## src/rtl/if_fetch_pkg.sv

```systemverilog
// Shared types and constants for the instruction-fetch stage.
package if_fetch_pkg;

  localparam int unsigned InstAddrW = 32;
  localparam int unsigned InstW     = 32;
  localparam int unsigned MemByteW  = 8;
  localparam int unsigned ByteCntW  = 2;
  localparam int unsigned AsmW      = 24;

  typedef logic [InstAddrW-1:0] InstAddrBus;
  typedef logic [InstW-1:0]     InstBus;
  typedef logic [MemByteW-1:0]  MemByteBus;
  typedef logic [ByteCntW-1:0]  byte_cnt_t;

  localparam InstBus ZeroWord = InstBus'(0);
  localparam logic   True     = 1'b1;
  localparam logic   False    = 1'b0;

  typedef enum logic {
    FETCH = 1'b0,
    HOLD  = 1'b1
  } fetch_state_e;

  // Byte address of lane 'off' of the instruction starting at 'base' (32-bit wrap).
  function automatic InstAddrBus byte_addr(input InstAddrBus base, input byte_cnt_t off);
    return base + InstAddrW'(off);
  endfunction

endpackage

```

## src/rtl/if_fetch_byte_assembler.sv

```systemverilog
// Collects four little-endian bytes into one instruction word.
module if_fetch_byte_assembler
  import if_fetch_pkg::*;
(
  input  logic      clk,
  input  logic      rst,
  input  logic      clear_i,
  input  logic      accept_i,
  input  MemByteBus data_i,
  output byte_cnt_t byte_cnt_o,
  output logic      complete_c_o,
  output InstBus    word_c_o
);

  byte_cnt_t          byte_cnt_q, byte_cnt_d;
  logic [AsmW-1:0]    asm_q, asm_d;

  // Lane write and counter advance; a clear wins over an accepted byte.
  always_comb begin
    byte_cnt_d = byte_cnt_q;
    asm_d      = asm_q;
    if (clear_i) begin
      byte_cnt_d = byte_cnt_t'(0);
      asm_d      = AsmW'(0);
    end else if (accept_i) begin
      byte_cnt_d = byte_cnt_q + byte_cnt_t'(1);
      case (byte_cnt_q)
        2'd0:    asm_d[7:0]   = data_i;
        2'd1:    asm_d[15:8]  = data_i;
        2'd2:    asm_d[23:16] = data_i;
        default: asm_d        = asm_q;
      endcase
    end
  end

  always_ff @(posedge clk) begin
    if (rst) begin
      byte_cnt_q <= byte_cnt_t'(0);
      asm_q      <= AsmW'(0);
    end else begin
      byte_cnt_q <= byte_cnt_d;
      asm_q      <= asm_d;
    end
  end

  assign byte_cnt_o   = byte_cnt_q;
  assign complete_c_o = accept_i && (byte_cnt_q == byte_cnt_t'(3));
  assign word_c_o     = {data_i, asm_q};

endmodule

```

## src/rtl/if_fetch.sv

```systemverilog
// Instruction-fetch stage: byte-serial fetch, hold until ID accepts, redirect on branch.
module if_fetch
  import if_fetch_pkg::*;
#(
  parameter InstAddrBus RESET_PC = 32'h0000_0000
) (
  input  logic             clk,
  input  logic             rst,
  input  logic             branch_interception,
  input  logic [31:0]      branch_target,
  input  logic             id_stall,
  output logic             mem_req,
  output logic [31:0]      mem_addr,
  input  logic             mem_ready,
  input  logic [7:0]       mem_data,
  output logic [31:0]      if_pc,
  output logic [31:0]      if_inst,
  output logic             if_valid
);

  fetch_state_e state_q, state_d;
  InstAddrBus   pc_q, pc_d;
  InstAddrBus   if_pc_q, if_pc_d;
  InstBus       if_inst_q, if_inst_d;
  logic         if_valid_q, if_valid_d;

  logic         accept;
  byte_cnt_t    byte_cnt;
  logic         complete_c;
  InstBus       word_c;

  // mem_ready is only meaningful while a request is outstanding.
  assign accept = (state_q == FETCH) && mem_ready;

  if_fetch_byte_assembler u_asm (
    .clk          (clk),
    .rst          (rst),
    .clear_i      (branch_interception),
    .accept_i     (accept),
    .data_i       (mem_data),
    .byte_cnt_o   (byte_cnt),
    .complete_c_o (complete_c),
    .word_c_o     (word_c)
  );

  always_ff @(posedge clk) begin
    if (rst) begin
      state_q    <= FETCH;
      pc_q       <= RESET_PC;
      if_pc_q    <= InstAddrBus'(0);
      if_inst_q  <= ZeroWord;
      if_valid_q <= False;
    end else begin
      state_q    <= state_d;
      pc_q       <= pc_d;
      if_pc_q    <= if_pc_d;
      if_inst_q  <= if_inst_d;
      if_valid_q <= if_valid_d;
    end
  end

  always_comb begin
    state_d = state_q;
    if (branch_interception) begin
      state_d = FETCH;
    end else begin
      case (state_q)
        FETCH:   if (complete_c) state_d = HOLD;
        HOLD:    if (!id_stall)  state_d = FETCH;
        default: state_d = FETCH;
      endcase
    end
  end

  // Redirect flushes everything, including a byte-3 completion in the same cycle.
  always_comb begin
    pc_d       = pc_q;
    if_pc_d    = if_pc_q;
    if_inst_d  = if_inst_q;
    if_valid_d = if_valid_q;
    if (branch_interception) begin
      pc_d       = branch_target;
      if_pc_d    = InstAddrBus'(0);
      if_inst_d  = ZeroWord;
      if_valid_d = False;
    end else if (state_q == FETCH) begin
      if (complete_c) begin
        if_pc_d    = pc_q;
        if_inst_d  = word_c;
        if_valid_d = True;
      end
    end else if (!id_stall) begin
      pc_d       = pc_q + InstAddrW'(4);
      if_pc_d    = InstAddrBus'(0);
      if_inst_d  = ZeroWord;
      if_valid_d = False;
    end
  end

  assign mem_req  = (state_q == FETCH);
  assign mem_addr = byte_addr(pc_q, byte_cnt);
  assign if_pc    = if_pc_q;
  assign if_inst  = if_inst_q;
  assign if_valid = if_valid_q;

endmodule

```

## config.mk

```make
export PLATFORM = sky130hd
export DESIGN_NAME = if_fetch
export DESIGN_NICKNAME = d
export VERILOG_FILES = /design/src/rtl/if_fetch_pkg.sv /design/src/rtl/if_fetch_byte_assembler.sv /design/src/rtl/if_fetch.sv
export SDC_FILE = /design/constraint.sdc
export NUM_CORES = 1
export LEC_CHECK = 0
export CORE_MARGIN = 1
export CORE_UTILIZATION = 54
export CTS_CLUSTER_DIAMETER = 100
export CTS_CLUSTER_SIZE = 24
export DETAILED_ROUTE_END_ITERATION = 10
export GPL_TIMING_DRIVEN = 0
export PLACE_DENSITY = 0.93
export SYNTH_ARGS = -nofsm -noshare
export SYNTH_HDL_FRONTEND = slang
export SYNTH_SLANG_ARGS = --single-unit
```

## constraint.sdc

```tcl
create_clock -name clk -period 5.8 [get_ports clk]
set_clock_uncertainty 0.05 [all_clocks]
set_input_delay 1.16 -clock clk [delete_from_list [all_inputs] [get_ports clk]]
set_output_delay 1.16 -clock clk [all_outputs]
set_load 0.02 [all_outputs]
```

==> results of run 1 <==
worst min path at each step:
| stage | start | end | cells after the start |
|---|---|---|---|
| final | u_asm.asm_q[9] | if_inst[9] | 2 |
| after global routing | u_asm.asm_q[9] | if_inst[9] | 2 |
| after CTS | u_asm.asm_q[1] | if_inst[1] | 2 |
| after detailed placement | u_asm.asm_q[9] | if_inst[9] | 2 |
| after global placement | u_asm.asm_q[21] | if_inst[21] | 2 |
| after floorplan | u_asm.asm_q[0] | if_inst[0] | 2 |
power by group:
group | switching, mW | leakage (nW) | internal [mW]
registers | 0.0139 | 1.01 | 0.869
clock network | 0.415 | 0.302 | 0.711
logic | 0.127 | 1.31 | 0.0913
total | 0.556 | 2.61 | 1.67
flip-flops by register name, summed over array words and instances, names as in the netlist:
name,cells
u_asm.asm_q,24
if_inst,32
pc_q,32
if_valid,1
state_q,1
u_asm.byte_cnt_o,2
if_pc,32
per-stage QoR:
step	hold WS, ps	total power [mW]	worst slack [ps]	area (µm²)
floorplan	382	1.01	2280	5910
global placement	388	1.10	1340	7500
detailed placement	395	1.11	1290	7500
CTS	402	2.22	672	8120
global route	419	2.28	357	8120
finish	402	2.23	549	8120
kinds of logic after synthesis:
family / after synthesis / synth area share (%)
AND/OR/NAND/NOR: 341 / 28.4
AO/OA/AOI/OAI: 149 / 15.1
flip-flops: 124 / 42.0
adder cells (fa/ha/maj): 8 / 1.82
buffers and inverters: 91 / 6.23
XOR/XNOR: 41 / 6.08
multiplexers: 2 / 0.339
critical path, stage by stage, from the launching register on:
cell and delay, ps:
dfxtp_1 440, ha_1 250, inv_1 70, fa_1 350, clkbuf_1 240, nand3b_1 260, nor4_1 860, nand3_1 230
xnor2_1 200, clkdlybuf4s50_1 620
layer usage:
layer	global-route usage (%)	part of all wire, %	vias to the layer above
li1	-	-	2974
met1	46.4	39	3016
met2	55.3	45	535
met3	9.36	11	133
met4	21.8	5.5	0
met5	0	0	-
Yosys cell counts, types with 7 or more instances:
library cell,instances,area share (%)
dfxtp_1,124,42
nand2_1,119,7.6
nand3_1,97,8.2
a21oi_1,95,8.1
clkbuf_1,52,3.3
nor2_1,34,2.2
xnor2_1,28,4.2
nand4_1,18,1.9
nor4_1,14,1.5
xor2_1,13,1.9
buf_1,11,0.70
inv_1,11,0.70
nor3_1,10,0.85
or3_1,10,1.1
a211oi_1,9,1.1
a311oi_1,9,1.3
and2_1,9,0.95
buf_2,9,0.76
a31oi_1,7,0.74
ha_1,7,1.5
or4_1,7,0.89
layout make-up:
cell class                      count  area share (%)
Clock buffer                       18            5.27
Tap cell                          136            2.10
Timing Repair Buffer              142            17.5
Multi-Input combinational cell    541            37.7
Inverter                           11           0.509
Sequential cell                   124            30.6
Clock inverter                     13            2.34
Buffer                             80            4.02
==> results.json, run 1 <==
{
  "power.density_nw_per_um2": 275,
  "synthFlopType": "dfxtp_1",
  "cap_violations": 0,
  "grt_use_total_pct": 36.4,
  "cts_resized": 0,
  "cp_max_fo": 8,
  "crit_end": "mem_addr[16]",
  "place_congestion": 0.974,
  "reg2reg_depth": 6,
  "route.detailed.drc": 0,
  "wl_per_cell_um": 19.0,
  "r2r_start": "state_q",
  "grt_pass1_wl_mm": 32.2,
  "setup_tns_ps": 0,
  "slew_viol_final": 0,
  "fin_crit_ps": 5250,
  "die_h_um": 107,
  "rows": 37,
  "peakVddDrop_uv": 154,
  "multi_input_area_um2": 3060,
  "cp.required_ps": 4590,
  "grt_overflow": 0,
  "final-hold-violation-count": 0,
  "register_area_um2": 2480,
  "fin_cells": 1065,
  "r2r_setup_slack_ps": 3130,
  "crit_start": "u_asm.byte_cnt_o[0]",
  "port_buffers": 142,
  "tritoncts": "built",
  "syn_inst": 756,
  "outcome": "finished clean",
  "worst_setup_path_end_kind": "output pin",
  "die_area_um2": 11400,
  "synthToLayoutAreaGrowth_pct": 37.4,
  "start_util_pct": 56.4,
  "final_cell_mix": "clkdlybuf4s50_1, dfxtp_1, nand2_1, nand3_1, a21oi_1",
  "syn-num-nets": 809,
  "final_util_pct": 77.6,
  "fin_crit_sh_pct": 90.5,
  "fillers": 678,
  "path_class": "flop to output pin",
  "postCtsHoldBufs": 0,
  "cts_setup_buffers": 0,
  "worstMarginPinSlew_ps": 1110,
  "insertedDiodeCount": 0,
  "synth_warnings": 0,
  "grt_max_degree": 17,
  "cp.arrival_ps": 4040,
  "leakage_nw": 2.61,
  "antenna_found_initial": 0,
  "drt_iter0_drc": 976,
  "cts_buffers": 17,
  "start_kind": "flop",
  "fin_nets": 970,
  "cts-root-buf": "clkbuf_8",
  "routed-via-count": 6658,
  "ctsHtreeMaxLevel": 4,
  "postSynthAreaPerCell_um2": 7.81,
  "clockBufferDepth": 2,
  "vias_per_cell": 6.25,
  "max_freq_ghz": 0.190,
  "synth-edff-count": 0,
  "antenna_left": 0,
  "relSlewSlack_pct": 25.3,
  "hold_class": "flop to flop",
  "die_w_um": 107,
  "grt_pass1_vias": 6445,
  "drive_above_1_share_pct": 6.35,
  "dr.pass1.iters": 8,
  "final_common_cell": "clkdlybuf4s50_1",
  "clkSinkCount": 124,
  "wl_mm": 20.2,
  "setup_violations": 0,
  "ys_seq_area_share_pct": 42.0,
  "dp_hpwl_mm": 13.6,
  "rr_endpoint": "pc_q[3]",
  "core_area_um2": 10500,
  "grt_setup_unrepaired": "no",
  "pin_count": 143,
  "syn_area_um2": 5910,
  "placed_cells": 1034,
  "insertion_delay_ps": 540,
  "synth_cell_types": 52,
  "path_clk_slew_ps": 60,
  "async_reset_ff_share_pct": 0,
  "ys_ff_latch": 124
}
(Power assumes the default switching activity.)
==> run 2, diff against run 1 <==
--- a/config.mk
+++ b/config.mk
@@ -5,13 +5,15 @@
 export SDC_FILE = /design/constraint.sdc
 export NUM_CORES = 1
 export LEC_CHECK = 0
-export CORE_MARGIN = 1
+export CORE_MARGIN = 8
 export CORE_UTILIZATION = 54
 export CTS_CLUSTER_DIAMETER = 100
 export CTS_CLUSTER_SIZE = 24
 export DETAILED_ROUTE_END_ITERATION = 10
 export GPL_TIMING_DRIVEN = 0
+export HOLD_SLACK_MARGIN = 0.1
 export PLACE_DENSITY = 0.93
+export SETUP_SLACK_MARGIN = 0.05
 export SYNTH_ARGS = -nofsm -noshare
 export SYNTH_HDL_FRONTEND = slang
 export SYNTH_SLANG_ARGS = --single-unit
==> run 2 against run 1 <==
- critical path depth is the same
- worst hold slack gained 3.2 ps
- cell area fell by 0.46%
- global-route usage decreased by 8.2 points
- sequential power about the same
- die area increased by 28%
- power shrank 4.0%
- sequential share of layout area increased by 0.14 points
- fmax is 1.2% lower
- wire length rose by 3.7%
- largest cell class unchanged
- clock power is 8% lower
- core utilization decreased by 2.4 points
==> results.json, run 2 (synthesis results as in run 1) <==
{
  "outcome": "finished clean",
  "grt_use_total_pct": 28.2,
  "insertion_delay_ps": 530,
  "cts_setup_buffers": 0,
  "start_util_pct": 55.0,
  "max_freq_ghz": 0.188,
  "leakage_nw": 2.59,
  "routed-via-count": 6622,
  "dp_hpwl_mm": 14.4,
  "drt_iter0_drc": 1001,
  "path_cells": "ha_1, inv_1, fa_1, clkbuf_1, nand3b_1, nor4_1, nand3_1, xnor2_1, clkdlybuf4s50_1",
  "tritoncts": "built",
  "hold_depth": 2,
  "ctsHtreeMaxLevel": 4,
  "wl_per_cell_um": 19.6,
  "relSlewSlack_pct": 25.6,
  "postCtsHoldBufs": 0,
  "slew_viol_final": 0,
  "port_buffers": 142,
  "die_h_um": 121,
  "path_class": "flop to output pin",
  "die_w_um": 121,
  "hold_class": "flop to flop",
  "pin_count": 143,
  "crit_buf_inv": 3,
  "fin_crit_sh_pct": 91.6,
  "cp.required_ps": 4590,
  "final_area_um2": 8080,
  "timing.hold.ws_ps": 405,
  "rows": 38,
  "r2r_setup_slack_ps": 3220,
  "power.density_nw_per_um2": 265,
  "final_common_cell": "clkdlybuf4s50_1",
  "cp_max_fo": 8,
  "r2r_start": "state_q",
  "postPlaceCellArea_um2": 7500,
  "grt_setup_unrepaired": "no",
  "worstMarginPinSlew_ps": 1110,
  "start_kind": "flop",
  "place_congestion": 0.934,
  "power_mw": 2.14,
  "peakVddDrop_uv": 156,
  "cts-root-buf": "clkbuf_8",
  "die_area_um2": 14500,
  "clockBufferDepth": 2,
  "vias_per_cell": 6.19,
  "fin_nets": 970,
  "antenna_found_initial": 0,
  "cpMaxStageDelayCell": "nor4_1",
  "wl_mm": 21.0,
  "hold_path.startpoint": "u_asm.asm_q[8]",
  "drive_above_1_share_pct": 6.45,
  "critical-path-top-delay-family": "simple AND/OR/NAND/NOR gates",
  "final-hold-violation-count": 0,
  "core_area_um2": 10700,
  "grt_overflow": 0,
  "cts_resized": 0,
  "setup_tns_ps": 0,
  "route.detailed.drc": 0,
  "grt_max_degree": 17,
  "cp.arrival_ps": 4110,
  "setup_violations": 0,
  "cp_slowest_stage_delay_ps": 850,
  "dr.pass1.iters": 6,
  "cts_buffers": 17,
  "antenna_left": 0,
  "worst_setup_path_end_kind": "output pin",
  "path_clk_slew_ps": 70,
  "cap_violations": 0,
  "rr_endpoint": "pc_q[3]",
  "fin_crit_ps": 5320,
  "grt_pass1_vias": 6366,
  "grt_pass1_wl_mm": 32.8,
  "final_cell_mix": "clkdlybuf4s50_1, dfxtp_1, nand2_1, nand3_1, a21oi_1",
  "synthToLayoutAreaGrowth_pct": 36.8,
  "reg2reg_depth": 6,
  "clkSinkCount": 124,
  "insertedDiodeCount": 0,
  "min_to": "if_inst[8]"
}
==> run 2: cell types whose count changed in the layout (fill, tap and decap cells not counted), sizes merged <==
cell,before,now
inv,14,19
bufinv,4,1
clkinv,5,2
clkinvlp,1,3
==> run 2: final cells by class <==
class	instances	area, µm²
clock inverters	14	148
repair buffers	142	1420
clock buffers	18	428
plain buffers	80	327
fillers	728	2670
multi-input cells	541	3060
well taps	140	175
inverters	11	41.3
flip-flops and latches	124	2480
==> run 2: how the worst max path moves through the flow <==
stage,start,to,slack [ps],depth (start not counted)
2_1_floorplan,u_asm.byte_cnt_o[0],mem_addr[16],2280,8
3_3_place_gp,u_asm.byte_cnt_o[0],mem_addr[16],1350,9
3_5_place_dp,u_asm.byte_cnt_o[0],mem_addr[16],1260,9
4_1_cts,u_asm.byte_cnt_o[0],mem_addr[16],640,9
5_1_grt,u_asm.byte_cnt_o[0],mem_addr[16],290,9
6_report,u_asm.byte_cnt_o[0],mem_addr[16],480,9
==> run 2: worst register-to-register path, delay by kind of cell, from the launching register on <==
kind            cells  cell delay, ps
compound gates      1             250
buf+inv             3            1520
flops               1             370
simple gates        2             310
==> run 2: layer usage <==
layer / GRT usage, % / up-vias / wire length [µm]
li1: - / 2976 / -
met1: 33.9 / 3066 / 8070
met2: 45.5 / 490 / 9640
met3: 8.30 / 90 / 2500
met4: 13.6 / 0 / 766
met5: 0 / - / 0
==> run 2: power breakdown <==
part	internal [mW]	total (mW)	leakage [nW]	switching [mW]
clock network	0.596	1.04	0.275	0.441
logic	0.0914	0.218	1.31	0.127
registers	0.869	0.883	1.01	0.0142
total	1.56	2.14	2.59	0.582
==> run 2: through the flow <==
step,instances,util [%],setup WS (ps)
after floorplan,756,-,2280
after global placement,1038,69.8,1350
after detailed placement,1038,69.8,1260
after CTS,1070,75.2,644
after global routing,1070,75.2,290
final,1070,75.2,484
==> run 3, diff against run 2 <==
--- a/config.mk
+++ b/config.mk
@@ -5,6 +5,7 @@
 export SDC_FILE = /design/constraint.sdc
 export NUM_CORES = 1
 export LEC_CHECK = 0
+export CAP_MARGIN = 10
 export CORE_MARGIN = 8
 export CORE_UTILIZATION = 54
 export CTS_CLUSTER_DIAMETER = 100
@@ -12,7 +13,7 @@
 export DETAILED_ROUTE_END_ITERATION = 10
 export GPL_TIMING_DRIVEN = 0
 export HOLD_SLACK_MARGIN = 0.1
-export PLACE_DENSITY = 0.93
+export PLACE_DENSITY = 0.94
 export SETUP_SLACK_MARGIN = 0.05
 export SYNTH_ARGS = -nofsm -noshare
 export SYNTH_HDL_FRONTEND = slang
==> run 3 against run 2 <==
- combinational power hardly changed
- non-clock buffer count stayed put
- cell count hardly changed
- die area stayed put
- register-to-register slack better by 20 ps
- worst hold slack worse by 2.0 ps
- largest cell class unchanged
- highest routed layer unchanged
==> results.json, run 3 (synthesis results as in run 1) <==
{
  "setup_violations": 0,
  "cts_setup_buffers": 0,
  "die_h_um": 121,
  "dr.pass1.iters": 9,
  "leakage_nw": 2.57,
  "fin_crit_ps": 5270,
  "insertedDiodeCount": 0,
  "start_kind": "flop",
  "drt_iter0_drc": 1220,
  "final_common_cell": "clkdlybuf4s50_1",
  "worstMarginPinSlew_ps": 1090,
  "outcome": "finished clean",
  "cts_buffers": 17,
  "timing.hold.ws_ps": 403,
  "final-hold-violation-count": 0,
  "slew_viol_final": 0,
  "cts_resized": 0,
  "p_int_mw": 1.51,
  "place_congestion": 0.938,
  "relSlewSlack_pct": 27.0,
  "routed-via-count": 6817,
  "path_class": "flop to output pin",
  "rows": 38,
  "postCtsHoldBufs": 0,
  "dp_hpwl_mm": 14.5,
  "antenna_found_initial": 0,
  "setup_tns_ps": 0,
  "port_buffers": 142,
  "power.density_nw_per_um2": 258,
  "final_util_pct": 74.8,
  "grt_pass1_vias": 6577,
  "start_util_pct": 55.0,
  "ctsHtreeMaxLevel": 4,
  "die_area_um2": 14500,
  "netSwitchingFraction_pct": 27.2,
  "core_area_um2": 10700,
  "cap_violations": 0,
  "grt_pass1_wl_mm": 34.5,
  "p_sw_mw": 0.564,
  "cp.arrival_ps": 4060,
  "drive_above_1_share_pct": 6.35,
  "clockBufferDepth": 2,
  "wl_mm": 21.8,
  "hold_class": "flop to flop",
  "max_freq_ghz": 0.190,
  "grt_use_total_pct": 29.8,
  "peakVddDrop_uv": 183,
  "cp.required_ps": 4590,
  "grt_setup_unrepaired": "no",
  "fin_nets": 970,
  "cts-root-buf": "clkbuf_8",
  "fin_crit_sh_pct": 90.9,
  "p_clk_share_pct": 46.7,
  "path_clk_slew_ps": 60,
  "die_w_um": 121,
  "p_comb_share_pct": 10.6,
  "synthToLayoutAreaGrowth_pct": 36.0,
  "route.detailed.drc": 0,
  "cp_max_fo": 8,
  "fillers": 777,
  "antenna_left": 0,
  "grt_overflow": 0,
  "vias_per_cell": 6.38,
  "final_cell_mix": "clkdlybuf4s50_1, dfxtp_1, nand2_1, nand3_1, a21oi_1",
  "grt_max_degree": 17,
  "tritoncts": "built",
  "wl_per_cell_um": 20.4,
  "seqPwrFrac_pct": 42.6,
  "clkSinkCount": 124,
  "pin_count": 143,
  "worst_setup_path_end_kind": "output pin",
  "insertion_delay_ps": 530
}
-- run 3: changes by cell type in the layout (fill, tap and decap cells not counted), sizes merged --
cell | previous run | this run
inv | 19 | 14
bufinv | 1 | 0
clkinv | 2 | 6
clkbuf | 76 | 77
-- run 3: power by group through the flow --
stage / logic (mW) / clock network (mW) / registers [mW]
detailed placement: 0.209 / 0 / 0.900
finish: 0.221 / 0.969 / 0.883
global placement: 0.206 / 0 / 0.900
CTS: 0.214 / 0.958 / 0.882
global route: 0.231 / 1.00 / 0.884
floorplan: 0.114 / 0 / 0.896
-- run 3: area by class of cell --
class / instances / area [µm²] / share of cell area [%]
Inverter: 11 / 41.3 / 0.514
Timing Repair Buffer: 142 / 1420 / 17.7
Multi-Input combinational cell: 541 / 3060 / 38.0
Tap cell: 140 / 175 / 2.18
Clock buffer: 19 / 442 / 5.50
Clock inverter: 12 / 90.1 / 1.12
Sequential cell: 124 / 2480 / 30.9
Buffer: 80 / 327 / 4.06
-- run 3: worst max-delay path, stage by stage (launching register included) --
cell and delay, ps:
dfxtp_1 460, ha_1 250, inv_1 90, fa_1 400, clkbuf_1 250, nand3b_1 280
nor4_1 740, nand3_1 210, xnor2_1 210, clkdlybuf4s50_1 630
-- run 3: stage by stage --
step	total power, mW	instance area (µm²)	std cells	worst slack (ps)
CTS	2.05	8030	1069	598
global route	2.12	8030	1069	427
floorplan	1.01	5910	756	2280
finish	2.07	8030	1069	528
global placement	1.11	7500	1038	1370
detailed placement	1.11	7500	1038	1220
-- run 3: path summary, 6_finish.rpt --
kind,from,to,slack [ps],cells past startpoint
min reg2reg,u_asm.asm_q[18],u_asm.asm_q[18],400,2
max,u_asm.byte_cnt_o[0],mem_addr[16],530,9
max reg2reg,pc_q[3],pc_q[30],3240,5
min,u_asm.asm_q[18],u_asm.asm_q[18],400,2
-- run 3: metal layers --
layer | share of wire, % | track usage [%]
met5 | 0 | 0
met3 | 12 | 7.88
met1 | 37 | 36.5
met2 | 45 | 46.6
met4 | 5.9 | 17.2
